$ cat config.mk
export PLATFORM = sky130hd
export DESIGN_NAME = shift_sequencer
export DESIGN_NICKNAME = d
export VERILOG_FILES = /design/src/rtl/shift_sequencer.sv
export SDC_FILE = /design/constraint.sdc
export NUM_CORES = 1
export LEC_CHECK = 0
export CELL_PAD_IN_SITES_DETAIL_PLACEMENT = 1
export CELL_PAD_IN_SITES_GLOBAL_PLACEMENT = 1
export CORE_MARGIN = 4
export CORE_UTILIZATION = 29
export CTS_CLUSTER_SIZE = 24
export DETAILED_ROUTE_END_ITERATION = 6
export PLACE_DENSITY = 0.64
export SYNTH_ARGS = -nofsm -noshare
export SYNTH_HDL_FRONTEND = slang
export SYNTH_SLANG_ARGS = --single-unit
export TNS_END_PERCENT = 20
$ cat constraint.sdc
create_clock -name clock -period 5.69 [get_ports clock]
set_clock_uncertainty 0.05 [all_clocks]
set_input_delay 0.8535 -clock clock [delete_from_list [all_inputs] [get_ports clock]]
set_output_delay 0.8535 -clock clock [all_outputs]
set_load 0.02 [all_outputs]
$ cat src/rtl/shift_sequencer.sv
// Multi-cycle 32-bit shifter: walks the shift amount one power-of-two stage per clock
// through a single shared stage datapath (SLL / SRA / SRL).
module shift_sequencer #(
    parameter bit SKIP_ZERO = 1'b0
) (
    input  logic        clock,
    input  logic        reset,
    input  logic        start,
    input  logic [1:0]  op,
    input  logic [31:0] in_data,
    input  logic [4:0]  shamt,
    input  logic        cancel,
    output logic        busy,
    output logic        result_ready,
    output logic [31:0] result,
    output logic        op_error
);

    localparam int unsigned DW = 32;
    localparam int unsigned SW = 5;
    localparam int unsigned KW = 3;

    localparam logic [1:0] OP_SLL = 2'b00;
    localparam logic [1:0] OP_SRA = 2'b01;
    localparam logic [1:0] OP_SRL = 2'b10;
    localparam logic [1:0] OP_BAD = 2'b11;

    typedef enum logic [1:0] {
        IDLE  = 2'b00,
        SHIFT = 2'b01,
        DONE  = 2'b10
    } state_t;

    state_t          state, state_n;
    logic [DW-1:0]   acc, acc_n;
    logic [SW-1:0]   shamt_q, shamt_n;
    logic [1:0]      op_q, op_n;
    logic [KW-1:0]   k, k_n;
    logic            err_n;
    logic [SW-1:0]   stage_amt;
    logic [SW-1:0]   lower_bits;
    logic [DW-1:0]   stage_out;

    // Index of the highest set bit; callers guarantee v is nonzero.
    function automatic logic [KW-1:0] msb_idx(input logic [SW-1:0] v);
        msb_idx = '0;
        for (int i = 0; i < int'(SW); i++) begin
            if (v[i]) msb_idx = KW'(i);
        end
    endfunction

    // Shared stage datapath: shift the accumulator by 2^k.
    always_comb begin
        stage_amt  = SW'(5'd1 << k);
        lower_bits = shamt_q & (stage_amt - SW'(1));
        case (op_q)
            OP_SLL:  stage_out = acc << stage_amt;
            OP_SRA:  stage_out = DW'($signed(acc) >>> stage_amt);
            OP_SRL:  stage_out = acc >> stage_amt;
            default: stage_out = acc;
        endcase
    end

    // Next-state and datapath control.
    always_comb begin
        state_n = state;
        acc_n   = acc;
        shamt_n = shamt_q;
        op_n    = op_q;
        k_n     = k;
        err_n   = 1'b0;
        case (state)
            IDLE, DONE: begin
                if (start) begin
                    acc_n   = in_data;
                    shamt_n = shamt;
                    op_n    = op;
                    if (op == OP_BAD || shamt == '0) begin
                        state_n = DONE;
                        err_n   = (op == OP_BAD);
                    end else begin
                        state_n = SHIFT;
                        k_n     = SKIP_ZERO ? msb_idx(shamt) : KW'(4);
                    end
                end else begin
                    state_n = IDLE;
                end
            end
            SHIFT: begin
                if (cancel) begin
                    state_n = IDLE;
                end else begin
                    if (shamt_q[k]) acc_n = stage_out;
                    if (SKIP_ZERO ? (lower_bits == '0) : (k == '0)) begin
                        state_n = DONE;
                    end else begin
                        k_n = SKIP_ZERO ? msb_idx(lower_bits) : (k - KW'(1));
                    end
                end
            end
            default: state_n = IDLE;
        endcase
    end

    // State and registered outputs; result only updates when an operation completes.
    always_ff @(posedge clock or negedge reset) begin
        if (!reset) begin
            state        <= IDLE;
            acc          <= '0;
            shamt_q      <= '0;
            op_q         <= '0;
            k            <= KW'(4);
            busy         <= 1'b0;
            result_ready <= 1'b0;
            op_error     <= 1'b0;
            result       <= '0;
        end else begin
            state        <= state_n;
            acc          <= acc_n;
            shamt_q      <= shamt_n;
            op_q         <= op_n;
            k            <= k_n;
            busy         <= (state_n == SHIFT);
            result_ready <= (state_n == DONE);
            op_error     <= err_n;
            if (state_n == DONE) result <= acc_n;
        end
    end

endmodule

==> impl_metrics.json, run 1 <==
{
  "outcome": "completed",
  "syn-num-nets": 1077,
  "placed_area_um2": 9733,
  "cts.repair.resized": 0,
  "antenna_found_initial": 0,
  "synth_top_area_cell": "dfrtp_1",
  "wl_per_cell_um": 31.54,
  "synth.cell_area_um2": 8781,
  "hold_violations": 0,
  "synthFlopType": "dfrtp_1",
  "final.min_clock_period_ns": 4.046,
  "nets": 1076,
  "place_hpwl_um": 31320,
  "p_leak_nw": 3.787,
  "final_cells": 1423,
  "syn2layout_area_growth_pct": 14.29,
  "wl_met3_um": 4535,
  "max_cap_viol_count": 0,
  "antenna_left": 0,
  "ys_ff_latch": 79,
  "cts_root_buffer": "clkbuf_16",
  "avgSynthCellArea_um2": 8.533,
  "drv_slew": 0,
  "synth_area_leaders": "dfrtp_1 22%, mux4_2 11%, mux2i_1 7.5%",
  "dr.pass1.iters": 5,
  "cts_buffer_depth": 2,
  "cp.arrival_ns": 4.25,
  "fp.dieArea_um2": 33130,
  "fp.dieW_um": 182.0,
  "synth_cell_types": 86,
  "cp_max_fo": 15,
  "top_layer": "met4",
  "fmaxAchievable_mhz": 247.1,
  "grt_pass1_wl_um": 66310,
  "drive_gt1_share_pct": 15.39,
  "dp_cells": 1407,
  "r2r_setup_slack_ns": 1.64,
  "drc_errors": 0,
  "hp-class": "in2async",
  "vias": 9678,
  "wl_met2_um": 19530,
  "overflow": 0,
  "setup_violations": 0,
  "worstSetupStartpoint": "k[1]",
  "yosysSeqAreaShare_pct": 22.53,
  "power_density_nw_per_um2": 733.5,
  "period_share_pct": 71.11,
  "wl_met1_um": 18370,
  "place_ws_ns": 1.736,
  "required_ns": 5.89,
  "vias_per_cell": 6.801,
  "worstMarginPinSlew_ns": 1.180,
  "design_area_um2": 10040,
  "final_util_pct": 33.77,
  "r2r_end": "result[12]",
  "max-vdd-ir-drop_v": 0.0002959,
  "clock_sinks": 79,
  "ff2ff_path_depth": 10,
  "die_y_um": 182.0,
  "cts_tree": "built",
  "clk_pin_slew_ns": 0.07,
  "end_kind": "flip-flop",
  "wirelength_um": 44880,
  "grt_pass1_vias": 9645,
  "whs_ns": 0.3392,
  "endpoint": "result[12]",
  "drtIter0Drc": 1317,
  "clock_latency_ns": 0.36,
  "slew_headroom_pct": 21.25,
  "start_util_pct": 29.55,
  "routabilityCongestion": 1.018,
  "async_reset_ff_share_pct": 100.0,
  "grt_util_all_layers_pct": 26.33,
  "grt_max_degree": 57,
  "synth_cells": 1029,
  "numCtsBuffers": 9,
  "rsz0062_at_grt": "no",
  "reg2reg_from": "k[1]",
  "synth_warnings": 0,
  "diodes": 0,
  "cts_setup_buffers": 0,
  "critPathKind": "reg2reg",
  "finalPower_mw": 7.361,
  "setup_slack_ns": 1.644,
  "start_kind": "flip-flop",
  "ctsHoldBuffers": 0,
  "fp-row-count": 63,
  "ios": 78,
  "synth_edf_count": 0,
  "coreArea_um2": 29720,
  "cts_max_level": 3,
  "tns_ns": 0,
  "numPortBuffers": 77,
  "synth_top_area_share_pct": 22.23
}
## cell families (layout without fill, tap and decap cells)
group	Yosys count	count (layout)	share of synthesized area [%]
AOI/OAI and AO/OA	341	341	27.43
DFF	79	79	22.53
xor gates and xnor gates	1	1	0.09976
buffers and inverters	143	147	7.851
and+or+nand+nor	316	316	18.00
muxes	144	144	23.38
adders and majority gates	5	5	0.7125
## metal layers
layer,vias up,GRT usage (%)
met5,-,0
met4,0,13.21
met3,141,5.148
met2,667,38.96
met1,4920,36.54
li1,3950,-
## worst min-delay path by stage
stage,from,cells after the start,end
after floorplan,shamt_q[3],2,shamt_q[3]
after global placement,shamt_q[3],2,shamt_q[3]
after detailed placement,shamt_q[2],2,shamt_q[2]
after CTS,reset,1,shamt_q[0]
after global routing,reset,1,shamt_q[0]
final,reset,1,shamt_q[0]
## cells in the final DEF (no fill, tap or decap), drive strengths merged, types with 10 or more instances in the layout
cell           Yosys  final
nor3              14     14
dfrtp             78     78
o211ai            18     18
mux2              33     33
nor2b             16     16
nand4             12     12
nor3b             13     13
a22oi             19     19
o22ai             24     24
a21boi            10     10
clkdlybuf4s50      0     75
mux2i             67     67
a31oi             23     23
nand2b            21     21
o2111ai           12     12
buf               64     40
nor2              61     61
mux4              44     44
nand3             36     36
a221oi            10     10
a21oi             45     45
nand3b            12     12
nand2            102    102
o21ai             68     68
inv               15     19
## area by class of cell
cell class              instances  area (um^2)
clock buffers                   9        225.2
clock inverters                 7        77.57
fillers                      3436        19680
inverters                      16        60.06
multi-input cells             807         6158
flip-flops and latches         79         1978
well taps                     390        488.0
repair buffers                115         1049
## critical path: stages (launching register included)
cell	delay [ns]
dfrtp_1	0.45
inv_1	0.20
ha_1	0.71
nor2b_4	0.55
buf_4	0.32
mux4_2	0.33
a21oi_1	0.48
o22ai_1	0.16
a21oi_1	0.26
a32oi_1	0.11
mux2_2	0.29
## registers in the layout (all words and copies together) (netlist names)
register and cells:
state 2, k 3, op_q 2, shamt_q 5
result_ready 1, acc 32, op_error 1, busy 1
result 32
## cell usage after synthesis (7+ instances only)
library cell,count
mux2_2,30
inv_1,14
mux2i_1,66
a32oi_1,8
o21ai_1,15
nor2b_1,15
a211oi_1,7
nand3_1,36
nor3_1,14
o21ai_0,53
a22oi_1,18
o2111ai_1,12
a221oi_1,7
nand2b_1,21
clkbuf_1,63
a31oi_1,23
nand4_1,12
dfrtp_1,78
a21oi_1,44
nor2_1,60
mux4_2,44
o211ai_1,18
buf_6,8
and3_1,8
o21a_1,9
a21boi_0,7
o22a_1,7
o221ai_1,7
nor3b_1,11
nand2_1,102
a211o_1,9
buf_4,12
nand3b_1,12
o31ai_1,9
o22ai_1,24
buf_2,38
## report_power, final
group          internal, mW  switching (mW)  leakage (nW)
Combinational          1.99            3.22          2.67
Sequential            0.802           0.723         0.966
Clock                 0.347           0.282         0.153
Total                  3.14            4.22          3.79
(Power assumes the default switching activity.)
==> run 2: changes to the inputs <==
PLACE_DENSITY = 0.66   (was 0.64)
clock period = 3.7 ns   (was 5.69 ns; I/O delays follow)
==> run 2 against run 1 <==
Net effect: die area is the same; non-clock buffer count grew 47; sequential power grew 46%; critical path type unchanged; combinational power grew 69%; clock power grew 57%; largest cell class unchanged; global-route usage grew 1.7 points; final cell count grew 3.3%; flip-flop and latch count is the same; fmax grew 12%; total power grew 64%; wire length grew 6.0%.
==> impl_metrics.json, run 2 (synthesized netlist as in run 1, its figures left out) <==
{
  "outcome": "completed",
  "rsz0062_at_grt": "no",
  "max_cap_viol_count": 0,
  "top_regs": "acc x32, result x32, shamt_q x5",
  "cpPeakStageDelay_ns": 0.93,
  "wl_met1_um": 19560,
  "finalPower_mw": 12.04,
  "r2r_setup_slack_ns": 0.07,
  "final_cell_mix": "102 x nand2_1, 78 x dfrtp_1, 76 x buf_4, 75 x clkdlybuf4s50_1, 66 x mux2i_1",
  "final-seq-area_um2": 1978,
  "fp.dieW_um": 182.0,
  "worstMarginPinSlew_ns": 1.114,
  "slowest_stage": "nor3b_1",
  "final.min_clock_period_ns": 3.626,
  "die_y_um": 182.0,
  "end_kind": "flip-flop",
  "ctsHoldBuffers": 0,
  "clock_sinks": 79,
  "cp.arrival_ns": 3.88,
  "max-vdd-ir-drop_v": 0.0004607,
  "multi_input_area_um2": 6143,
  "required_ns": 3.96,
  "syn2layout_area_growth_pct": 19.61,
  "numPortBuffers": 77,
  "vias": 9795,
  "top_layer": "met4",
  "place_hpwl_um": 34350,
  "cts.repair.resized": 0,
  "fillers": 3465,
  "coreArea_um2": 29720,
  "diodes": 0,
  "vias_per_cell": 6.663,
  "antenna_left": 0,
  "start_kind": "flip-flop",
  "start_util_pct": 29.55,
  "hold_violations": 0,
  "grt_pass1_vias": 9858,
  "wirelength_um": 47580,
  "fp.dieArea_um2": 33130,
  "fmaxAchievable_mhz": 275.8,
  "reg2reg_from": "k[0]",
  "setup_violations": 0,
  "wl_per_cell_um": 32.37,
  "cts_max_level": 3,
  "overflow": 0,
  "ios": 78,
  "grt_util_all_layers_pct": 28.06,
  "wl_met2_um": 20550,
  "cts_setup_buffers": 0,
  "grt_pass1_wl_um": 69700,
  "hp-class": "in2async",
  "cts_root_buffer": "clkbuf_16",
  "drive_gt1_share_pct": 18.70,
  "drv_slew": 0,
  "path_cells": "inv_1 > ha_4 > buf_12 > nor3b_1 > a22o_1 > nor2_1 > a21oi_1 > buf_4 > a21oi_1 > o31ai_1 > mux2_2",
  "clk_pin_slew_ns": 0.07,
  "tns_ns": 0,
  "power_density_nw_per_um2": 1147,
  "ff2ff_path_depth": 11,
  "critPathBufInv": 3,
  "slew_headroom_pct": 25.59,
  "period_share_pct": 98.00,
  "crit_path_frequent_cell": "a21oi_1",
  "grt_max_degree": 58,
  "critPathKind": "reg2reg",
  "final_common_cell": "nand2_1",
  "p_leak_nw": 4.046,
  "antenna_found_initial": 0,
  "wl_met3_um": 4691,
  "r2r_end": "result[6]",
  "cts_tree": "built",
  "clock_latency_ns": 0.37,
  "routabilityCongestion": 1.022,
  "cp_max_fo": 40,
  "drtIter0Drc": 1164,
  "drc_errors": 0,
  "cts_buffer_depth": 2,
  "fp-row-count": 63,
  "numCtsBuffers": 9,
  "dr.pass1.iters": 5,
  "nets": 1123,
  "critPathTopFamily": "simple AND/OR/NAND/NOR gates"
}
run 2: cell types whose count changed in the layout (fill, tap and decap cells not counted), sizes merged:
cell,change
buf,+47
clkinvlp,+2
inv,-3
clkbuf,+1
run 2: stage by stage:
step                util, %  instances  hold slack (ns)  setup WS [ns]  instance area [um^2]
floorplan                 -       1029           0.2094         0.9349                  8781
global placement      34.31       1454           0.4105         0.2528                 10200
detailed placement    34.31       1454           0.4258         0.1876                 10200
CTS                   35.34       1470           0.2479         0.1558                 10500
global route          35.34       1470           0.2753       0.007591                 10500
finish                35.34       1470           0.2110        0.07418                 10500
run 2: how the worst max path moves through the flow:
stage	startpoint	to	slack (ns)	depth (start not counted)
floorplan	k[0]	acc[11]	0.93	11
global placement	k[0]	result[6]	0.25	11
detailed placement	k[0]	result[6]	0.19	11
CTS	k[0]	result[6]	0.16	11
global route	k[0]	result[14]	0.008	11
finish	k[0]	result[6]	0.07	11
run 2: where the power goes:
part / switching, mW / total [mW] / internal [mW] / leakage, nW
logic: 5.36 / 8.83 / 3.47 / 2.93
registers: 0.990 / 2.23 / 1.24 / 0.966
clock network: 0.444 / 0.989 / 0.545 / 0.145
run 2: metal layers:
layer | up-vias | GRT usage [%]
met5 | - | 0
met4 | 0 | 13.60
met3 | 150 | 6.350
met2 | 659 | 42.12
met1 | 4934 | 38.10
li1 | 4052 | -
run 2: area by class of cell:
type	count	area share, %
clock inverter	6	0.6433
tap	390	4.646
multi-input combinational	807	58.49
inverter	16	0.5718
sequential	79	18.83
timing repair buffer	162	14.53
clock buffer	10	2.275
